File: src/rtl/mips_ctrl_pkg.sv
// Shared types and encodings for the MIPS32 multi-cycle controller and the
// datapath muxes it steers.
package mips_ctrl_pkg;

  localparam int unsigned OPCODE_W = 6;
  localparam int unsigned COUNT_W  = 32;

  typedef enum logic [3:0] {
    S_FETCH    = 4'd0,
    S_DECODE   = 4'd1,
    S_MEM_ADDR = 4'd2,
    S_MEM_RD   = 4'd3,
    S_MEM_WB   = 4'd4,
    S_MEM_WR   = 4'd5,
    S_R_EXEC   = 4'd6,
    S_R_WB     = 4'd7,
    S_BEQ      = 4'd8,
    S_JUMP     = 4'd9
  } state_t;

  localparam logic [OPCODE_W-1:0] OP_RTYPE = 6'b000000;
  localparam logic [OPCODE_W-1:0] OP_LW    = 6'b100011;
  localparam logic [OPCODE_W-1:0] OP_SW    = 6'b101011;
  localparam logic [OPCODE_W-1:0] OP_BEQ   = 6'b000100;
  localparam logic [OPCODE_W-1:0] OP_J     = 6'b000010;

  localparam logic [1:0] ALUOP_ADD   = 2'b00;
  localparam logic [1:0] ALUOP_SUB   = 2'b01;
  localparam logic [1:0] ALUOP_FUNCT = 2'b10;

  localparam logic [1:0] SRCB_REG     = 2'b00;
  localparam logic [1:0] SRCB_FOUR    = 2'b01;
  localparam logic [1:0] SRCB_IMM     = 2'b10;
  localparam logic [1:0] SRCB_IMM_SH2 = 2'b11;

  localparam logic [1:0] PCSRC_ALU    = 2'b00;
  localparam logic [1:0] PCSRC_ALUOUT = 2'b01;
  localparam logic [1:0] PCSRC_JUMP   = 2'b10;

  typedef struct packed {
    logic       pc_write;
    logic       pc_write_cond;
    logic [1:0] pc_source;
    logic       ir_write;
    logic       i_or_d;
    logic       mem_read;
    logic       mem_write;
    logic       reg_dst;
    logic       mem_to_reg;
    logic       reg_write;
    logic       alu_src_a;
    logic [1:0] alu_src_b;
    logic [1:0] alu_op;
    logic       instr_done;
  } ctrl_t;

  function automatic logic is_legal(input logic [OPCODE_W-1:0] op);
    return (op == OP_RTYPE) || (op == OP_LW) || (op == OP_SW) ||
           (op == OP_BEQ)   || (op == OP_J);
  endfunction

endpackage

File: src/rtl/mips_ctrl_decode.sv
// Moore decode of controller state into the datapath control vector;
// mem_ready only qualifies the memory wait states.
module mips_ctrl_decode
  import mips_ctrl_pkg::*;
(
  input  state_t state,
  input  logic   mem_ready,
  output ctrl_t  ctrl
);

  always_comb begin
    ctrl = '0;
    unique case (state)
      S_FETCH: begin
        ctrl.mem_read  = 1'b1;
        ctrl.i_or_d    = 1'b0;
        ctrl.alu_src_a = 1'b0;
        ctrl.alu_src_b = SRCB_FOUR;
        ctrl.alu_op    = ALUOP_ADD;
        if (mem_ready) begin
          ctrl.ir_write  = 1'b1;
          ctrl.pc_write  = 1'b1;
          ctrl.pc_source = PCSRC_ALU;
        end
      end
      // Branch target is computed speculatively here into ALUOut.
      S_DECODE: begin
        ctrl.alu_src_a = 1'b0;
        ctrl.alu_src_b = SRCB_IMM_SH2;
        ctrl.alu_op    = ALUOP_ADD;
      end
      S_MEM_ADDR: begin
        ctrl.alu_src_a = 1'b1;
        ctrl.alu_src_b = SRCB_IMM;
        ctrl.alu_op    = ALUOP_ADD;
      end
      S_MEM_RD: begin
        ctrl.mem_read = 1'b1;
        ctrl.i_or_d   = 1'b1;
      end
      S_MEM_WB: begin
        ctrl.reg_write  = 1'b1;
        ctrl.mem_to_reg = 1'b1;
        ctrl.reg_dst    = 1'b0;
        ctrl.instr_done = 1'b1;
      end
      S_MEM_WR: begin
        ctrl.mem_write  = 1'b1;
        ctrl.i_or_d     = 1'b1;
        ctrl.instr_done = mem_ready;
      end
      S_R_EXEC: begin
        ctrl.alu_src_a = 1'b1;
        ctrl.alu_src_b = SRCB_REG;
        ctrl.alu_op    = ALUOP_FUNCT;
      end
      S_R_WB: begin
        ctrl.reg_write  = 1'b1;
        ctrl.reg_dst    = 1'b1;
        ctrl.mem_to_reg = 1'b0;
        ctrl.instr_done = 1'b1;
      end
      S_BEQ: begin
        ctrl.alu_src_a     = 1'b1;
        ctrl.alu_src_b     = SRCB_REG;
        ctrl.alu_op        = ALUOP_SUB;
        ctrl.pc_write_cond = 1'b1;
        ctrl.pc_source     = PCSRC_ALUOUT;
        ctrl.instr_done    = 1'b1;
      end
      S_JUMP: begin
        ctrl.pc_write   = 1'b1;
        ctrl.pc_source  = PCSRC_JUMP;
        ctrl.instr_done = 1'b1;
      end
      default: ctrl = '0;
    endcase
  end

endmodule

File: src/rtl/mips_multicycle_ctrl.sv
// MIPS32 multi-cycle main controller: state register, next-state logic,
// retired-instruction counter and sticky illegal-opcode flag.
module mips_multicycle_ctrl
  import mips_ctrl_pkg::*;
(
  input  logic                clk,
  input  logic                rst,
  input  logic [OPCODE_W-1:0] opcode,
  input  logic                alu_zero,
  input  logic                mem_ready,
  output logic                pc_write,
  output logic                pc_write_cond,
  output logic [1:0]          pc_source,
  output logic                ir_write,
  output logic                i_or_d,
  output logic                mem_read,
  output logic                mem_write,
  output logic                reg_dst,
  output logic                mem_to_reg,
  output logic                reg_write,
  output logic                alu_src_a,
  output logic [1:0]          alu_src_b,
  output logic [1:0]          alu_op,
  output logic                instr_done,
  output logic                illegal_op,
  output logic [COUNT_W-1:0]  retired_count
);

  state_t               state;
  state_t               state_next;
  ctrl_t                ctrl;
  ctrl_t                ctrl_out;
  logic [COUNT_W-1:0]   count_q;
  logic                 illegal_q;

  // The branch-taken decision is made by the datapath's PC-write gate.
  logic unused_alu_zero;
  assign unused_alu_zero = alu_zero;

  mips_ctrl_decode u_decode (
    .state     (state),
    .mem_ready (mem_ready),
    .ctrl      (ctrl)
  );

  always_ff @(posedge clk) begin
    if (rst) state <= S_FETCH;
    else     state <= state_next;
  end

  always_comb begin
    state_next = S_FETCH;
    unique case (state)
      S_FETCH:  state_next = mem_ready ? S_DECODE : S_FETCH;
      S_DECODE: begin
        unique case (opcode)
          OP_RTYPE:     state_next = S_R_EXEC;
          OP_LW, OP_SW: state_next = S_MEM_ADDR;
          OP_BEQ:       state_next = S_BEQ;
          OP_J:         state_next = S_JUMP;
          default:      state_next = S_FETCH;
        endcase
      end
      // An opcode that changed away from LW/SW abandons the access.
      S_MEM_ADDR: begin
        if      (opcode == OP_LW) state_next = S_MEM_RD;
        else if (opcode == OP_SW) state_next = S_MEM_WR;
        else                      state_next = S_FETCH;
      end
      S_MEM_RD: state_next = mem_ready ? S_MEM_WB : S_MEM_RD;
      S_MEM_WB: state_next = S_FETCH;
      S_MEM_WR: state_next = mem_ready ? S_FETCH : S_MEM_WR;
      S_R_EXEC: state_next = S_R_WB;
      S_R_WB:   state_next = S_FETCH;
      S_BEQ:    state_next = S_FETCH;
      S_JUMP:   state_next = S_FETCH;
      default:  state_next = S_FETCH;
    endcase
  end

  always_ff @(posedge clk) begin
    if (rst)                  count_q <= '0;
    else if (ctrl.instr_done) count_q <= count_q + COUNT_W'(1);
  end

  always_ff @(posedge clk) begin
    if (rst)                                        illegal_q <= 1'b0;
    else if (state == S_DECODE && !is_legal(opcode)) illegal_q <= 1'b1;
  end

  // Reset forces every output low within the same cycle, before the
  // state register has been cleared.
  assign ctrl_out      = rst ? '0 : ctrl;
  assign illegal_op    = rst ? 1'b0 : illegal_q;
  assign retired_count = rst ? '0 : count_q;

  assign pc_write      = ctrl_out.pc_write;
  assign pc_write_cond = ctrl_out.pc_write_cond;
  assign pc_source     = ctrl_out.pc_source;
  assign ir_write      = ctrl_out.ir_write;
  assign i_or_d        = ctrl_out.i_or_d;
  assign mem_read      = ctrl_out.mem_read;
  assign mem_write     = ctrl_out.mem_write;
  assign reg_dst       = ctrl_out.reg_dst;
  assign mem_to_reg    = ctrl_out.mem_to_reg;
  assign reg_write     = ctrl_out.reg_write;
  assign alu_src_a     = ctrl_out.alu_src_a;
  assign alu_src_b     = ctrl_out.alu_src_b;
  assign alu_op        = ctrl_out.alu_op;
  assign instr_done    = ctrl_out.instr_done;

endmodule

File: config.mk
export PLATFORM = sky130hd
export DESIGN_NAME = mips_multicycle_ctrl
export DESIGN_NICKNAME = d
export VERILOG_FILES = /design/src/rtl/mips_ctrl_pkg.sv /design/src/rtl/mips_ctrl_decode.sv /design/src/rtl/mips_multicycle_ctrl.sv
export SDC_FILE = /design/constraint.sdc
export NUM_CORES = 1
export LEC_CHECK = 0
export CORE_MARGIN = 2
export CORE_UTILIZATION = 53
export DETAILED_ROUTE_END_ITERATION = 8
export GPL_TIMING_DRIVEN = 0
export PLACE_DENSITY_LB_ADDON = 0.25
export RECOVER_POWER = 25
export SLEW_MARGIN = 20
export SYNTH_ARGS = -nofsm -noshare
export SYNTH_HDL_FRONTEND = slang
export SYNTH_SLANG_ARGS = --single-unit
File: constraint.sdc
create_clock -name clk -period 4.94 [get_ports clk]
set_clock_uncertainty 0.2 [all_clocks]
set_input_delay 0.494 -clock clk [delete_from_list [all_inputs] [get_ports clk]]
set_output_delay 0.494 -clock clk [all_outputs]
set_load 0.02 [all_outputs]
==> qor.yml <==
routing:
  dr.pass1.iters: 4
  drc: 0
  wl_per_cell_um: 14.0
  ant_nets: 0
  num_vias: 2399
  drt-total-wl_mm: 5.78
  vias_per_cell: 5.82
  drt_iter0_drc: 146
placed_design:
  hpwl_mm: 4.25
  place_area_sq_mm: 0.00293
  pre_cts_ws_ps: 1320
  gp_congestion: 0.888
  place_inst: 404
  portBuffers: 58
layout:
  drive_gt1_share_pct: 5.25
  instances_no_fill: 412
  final_util_pct: 73.3
  mostFrequentLayoutCells: "clkdlybuf4s50_1, nor2_1, dfxtp_1"
  n_antenna_cell: 0
  final_common_cell: "clkdlybuf4s50_1"
  finalInstanceArea_sq_mm: 0.00300
  syn_to_final_growth_pct: 30.9
  layout.nets: 372
sta:
  period_needed_ps: 3660
  worst_pin_slew_ps: 621
  setup_viol: 0
  worst_slack_ps: 1280
  slew_violations: 0
  timing.slew.headroom_pct: 58.4
  finalHoldViolCount: 0
  min_period_over_period_pct: 74.1
  max_freq_mhz: 273
  hold_slack_ps: 290
  rsz0062_at_grt: "no"
  tns_ps: 0
clock_tree:
  cts-root-buf: "clkbuf_8"
  clk_pin_slew_ps: 70
  cts.path.max_buffers: 2
  clkLatencyLatePin_ps: 300
  cts_sinks: 37
  cts-resized-gates: 0
  cts_hold_buf: 0
  cts_tree: "built"
  htree_levels: 2
  post_cts_buffers: 0
  numCtsBuffers: 5
synthesis:
  yosysWarnings: 0
  synth_cell_types: 44
  syn_nets: 307
  avgSynthCellArea_sq_um: 7.73
  async_flop_share_pct: 0
  synth_edf_count: 0
  ys_seq_area_share_pct: 32.4
  synth_ff_type: "dfxtp_1"
  netlist_area_sq_mm: 0.00229
  synth-seq-cells: 37
  synthCells: 296
grt:
  track_usage_pct: 23.5
  grt_overflow: 0
  grt_pass1_vias: 2110
  antenna_found_initial: 0
  grt_max_degree: 12
  grt_pass1_wl_mm: 9.35
floorplanning:
  io_pins: 60
  die-area_sq_mm: 0.00486
  coreArea_sq_mm: 0.00409
  start_util_pct: 56.0
  die_h_um: 69.7
  fp-row-count: 23
  die_x_um: 69.7
setup_path:
  crit_type: "in -> out"
  cp-start-kind: "input pin"
  rr_startpoint: "count_q[4]"
  cp.arrival_ps: 2970
  rr_worst_depth: 5
  cp_slowest_stage_delay_ps: 650
  r2r_setup_slack_ps: 2650
  crit_chain: "dlygate4sd3_1 -> nor2b_1 -> nor4b_4 -> clkbuf_1 -> nor2_1 -> nor2_1 -> clkdlybuf4s50_1"
  r2r_end: "count_q[26]"
  crit_family: "buffers and inverters"
  cp_slowest_cell: "dlygate4sd3_1"
  crit_fanout: 10
  crit_buf_inv: 3
  crit_required_ps: 4250
  cpMostUsedCell: "nor2_1"
  crit_path_end_kind: "output pin"
power_and_ir_drop:
  vdd_drop_max_uv: 197
  leakage_nw: 1.04
  power_density_mw_per_mm2: 186
  p_total_mw: 0.557
outcome:
  status: "completed"
worst_hold_path:
  worstHoldStart: "illegal_q"
  min_to: "illegal_q"
  hold_class: "reg -> reg"
  holdPathStages: 2
run:
  cap_violations: 0
-- registers in the layout (all words and copies together), names as in the netlist --
register,count
state,4
illegal_q,1
count_q,32
-- cell type report --
class                           instances  area [sq um]
Clock buffer                            6          72.6
Tap cell                               50          62.6
Multi-Input combinational cell        235          1430
Clock inverter                          2          10.0
Timing Repair Buffer                   58           581
Fill cell                             355          1090
Inverter                                6          22.5
Sequential cell                        37           741
Buffer                                 18          82.6
-- how the worst max path moves through the flow --
stage                    from                end  depth (start not counted)
finish              mem_ready         instr_done                          7
global route              rst  retired_count[14]                          6
CTS                 mem_ready         instr_done                          7
detailed placement  mem_ready         instr_done                          7
global placement    mem_ready         instr_done                          7
floorplan            state[3]           pc_write                          4
-- power by group --
part | switching [mW] | total (mW) | leakage, nW | internal [mW]
Combinational | 0.0283 | 0.0471 | 0.699 | 0.0188
Sequential | 0.000495 | 0.300 | 0.298 | 0.299
Clock | 0.112 | 0.210 | 0.0450 | 0.0978
Total | 0.141 | 0.557 | 1.04 | 0.416
-- cells by family after synthesis --
kind of cell	after synthesis	synth area share [%]
simple gates	157	39.5
compound gates	60	16.5
xor+xnor	17	6.51
buf+inv	24	4.59
flops	37	32.4
fa+ha+maj	1	0.547
-- Yosys cell counts, types with 2 or more instances --
| library cell | number | area share, % |
|---|---|---|
| nand3_1 | 8 | 1.7 |
| nor4_1 | 6 | 1.6 |
| and4_1 | 2 | 0.77 |
| nor2b_1 | 34 | 9.3 |
| nor2_1 | 37 | 6.1 |
| nand4_1 | 4 | 1.1 |
| inv_1 | 6 | 0.98 |
| xnor2_1 | 3 | 1.1 |
| dfxtp_1 | 37 | 32 |
| nor3b_1 | 3 | 0.98 |
| o211ai_2 | 2 | 1.1 |
| or3_1 | 13 | 3.6 |
| or2_2 | 2 | 0.55 |
| a211oi_1 | 2 | 0.66 |
| nand2_1 | 18 | 3.0 |
| and3_1 | 6 | 1.6 |
| o21ai_0 | 19 | 4.2 |
| o2111ai_1 | 7 | 2.7 |
| buf_1 | 3 | 0.49 |
| xor2_1 | 14 | 5.4 |
| nand4_2 | 2 | 1.1 |
| clkbuf_1 | 10 | 1.6 |
| a21oi_1 | 17 | 3.7 |
| o31ai_1 | 3 | 0.98 |
| or4_1 | 5 | 1.6 |
| nand2b_1 | 3 | 0.82 |
| o21ai_1 | 2 | 0.44 |
| o21a_1 | 2 | 0.66 |
| a31oi_1 | 2 | 0.55 |
| buf_2 | 3 | 0.66 |
| nor3_1 | 7 | 1.5 |
| and3b_1 | 2 | 0.77 |
-- worst reg2reg max path, cell delays in order (launching register included) --
cell and delay, ps:
dfxtp_1 480, nand4_2 190, nor4_4 410, o211ai_1 330, or4_1 480, a21oi_1 140
-- metal layers --
layer | up-vias | GRT usage (%) | part of all wire, %
li1 | 1188 | - | -
met1 | 1131 | 27.2 | 43
met2 | 72 | 42.2 | 50
met3 | 8 | 5.81 | 5.0
met4 | 0 | 7.48 | 1.5
met5 | - | 0 | 0
(Power assumes the default switching activity.)
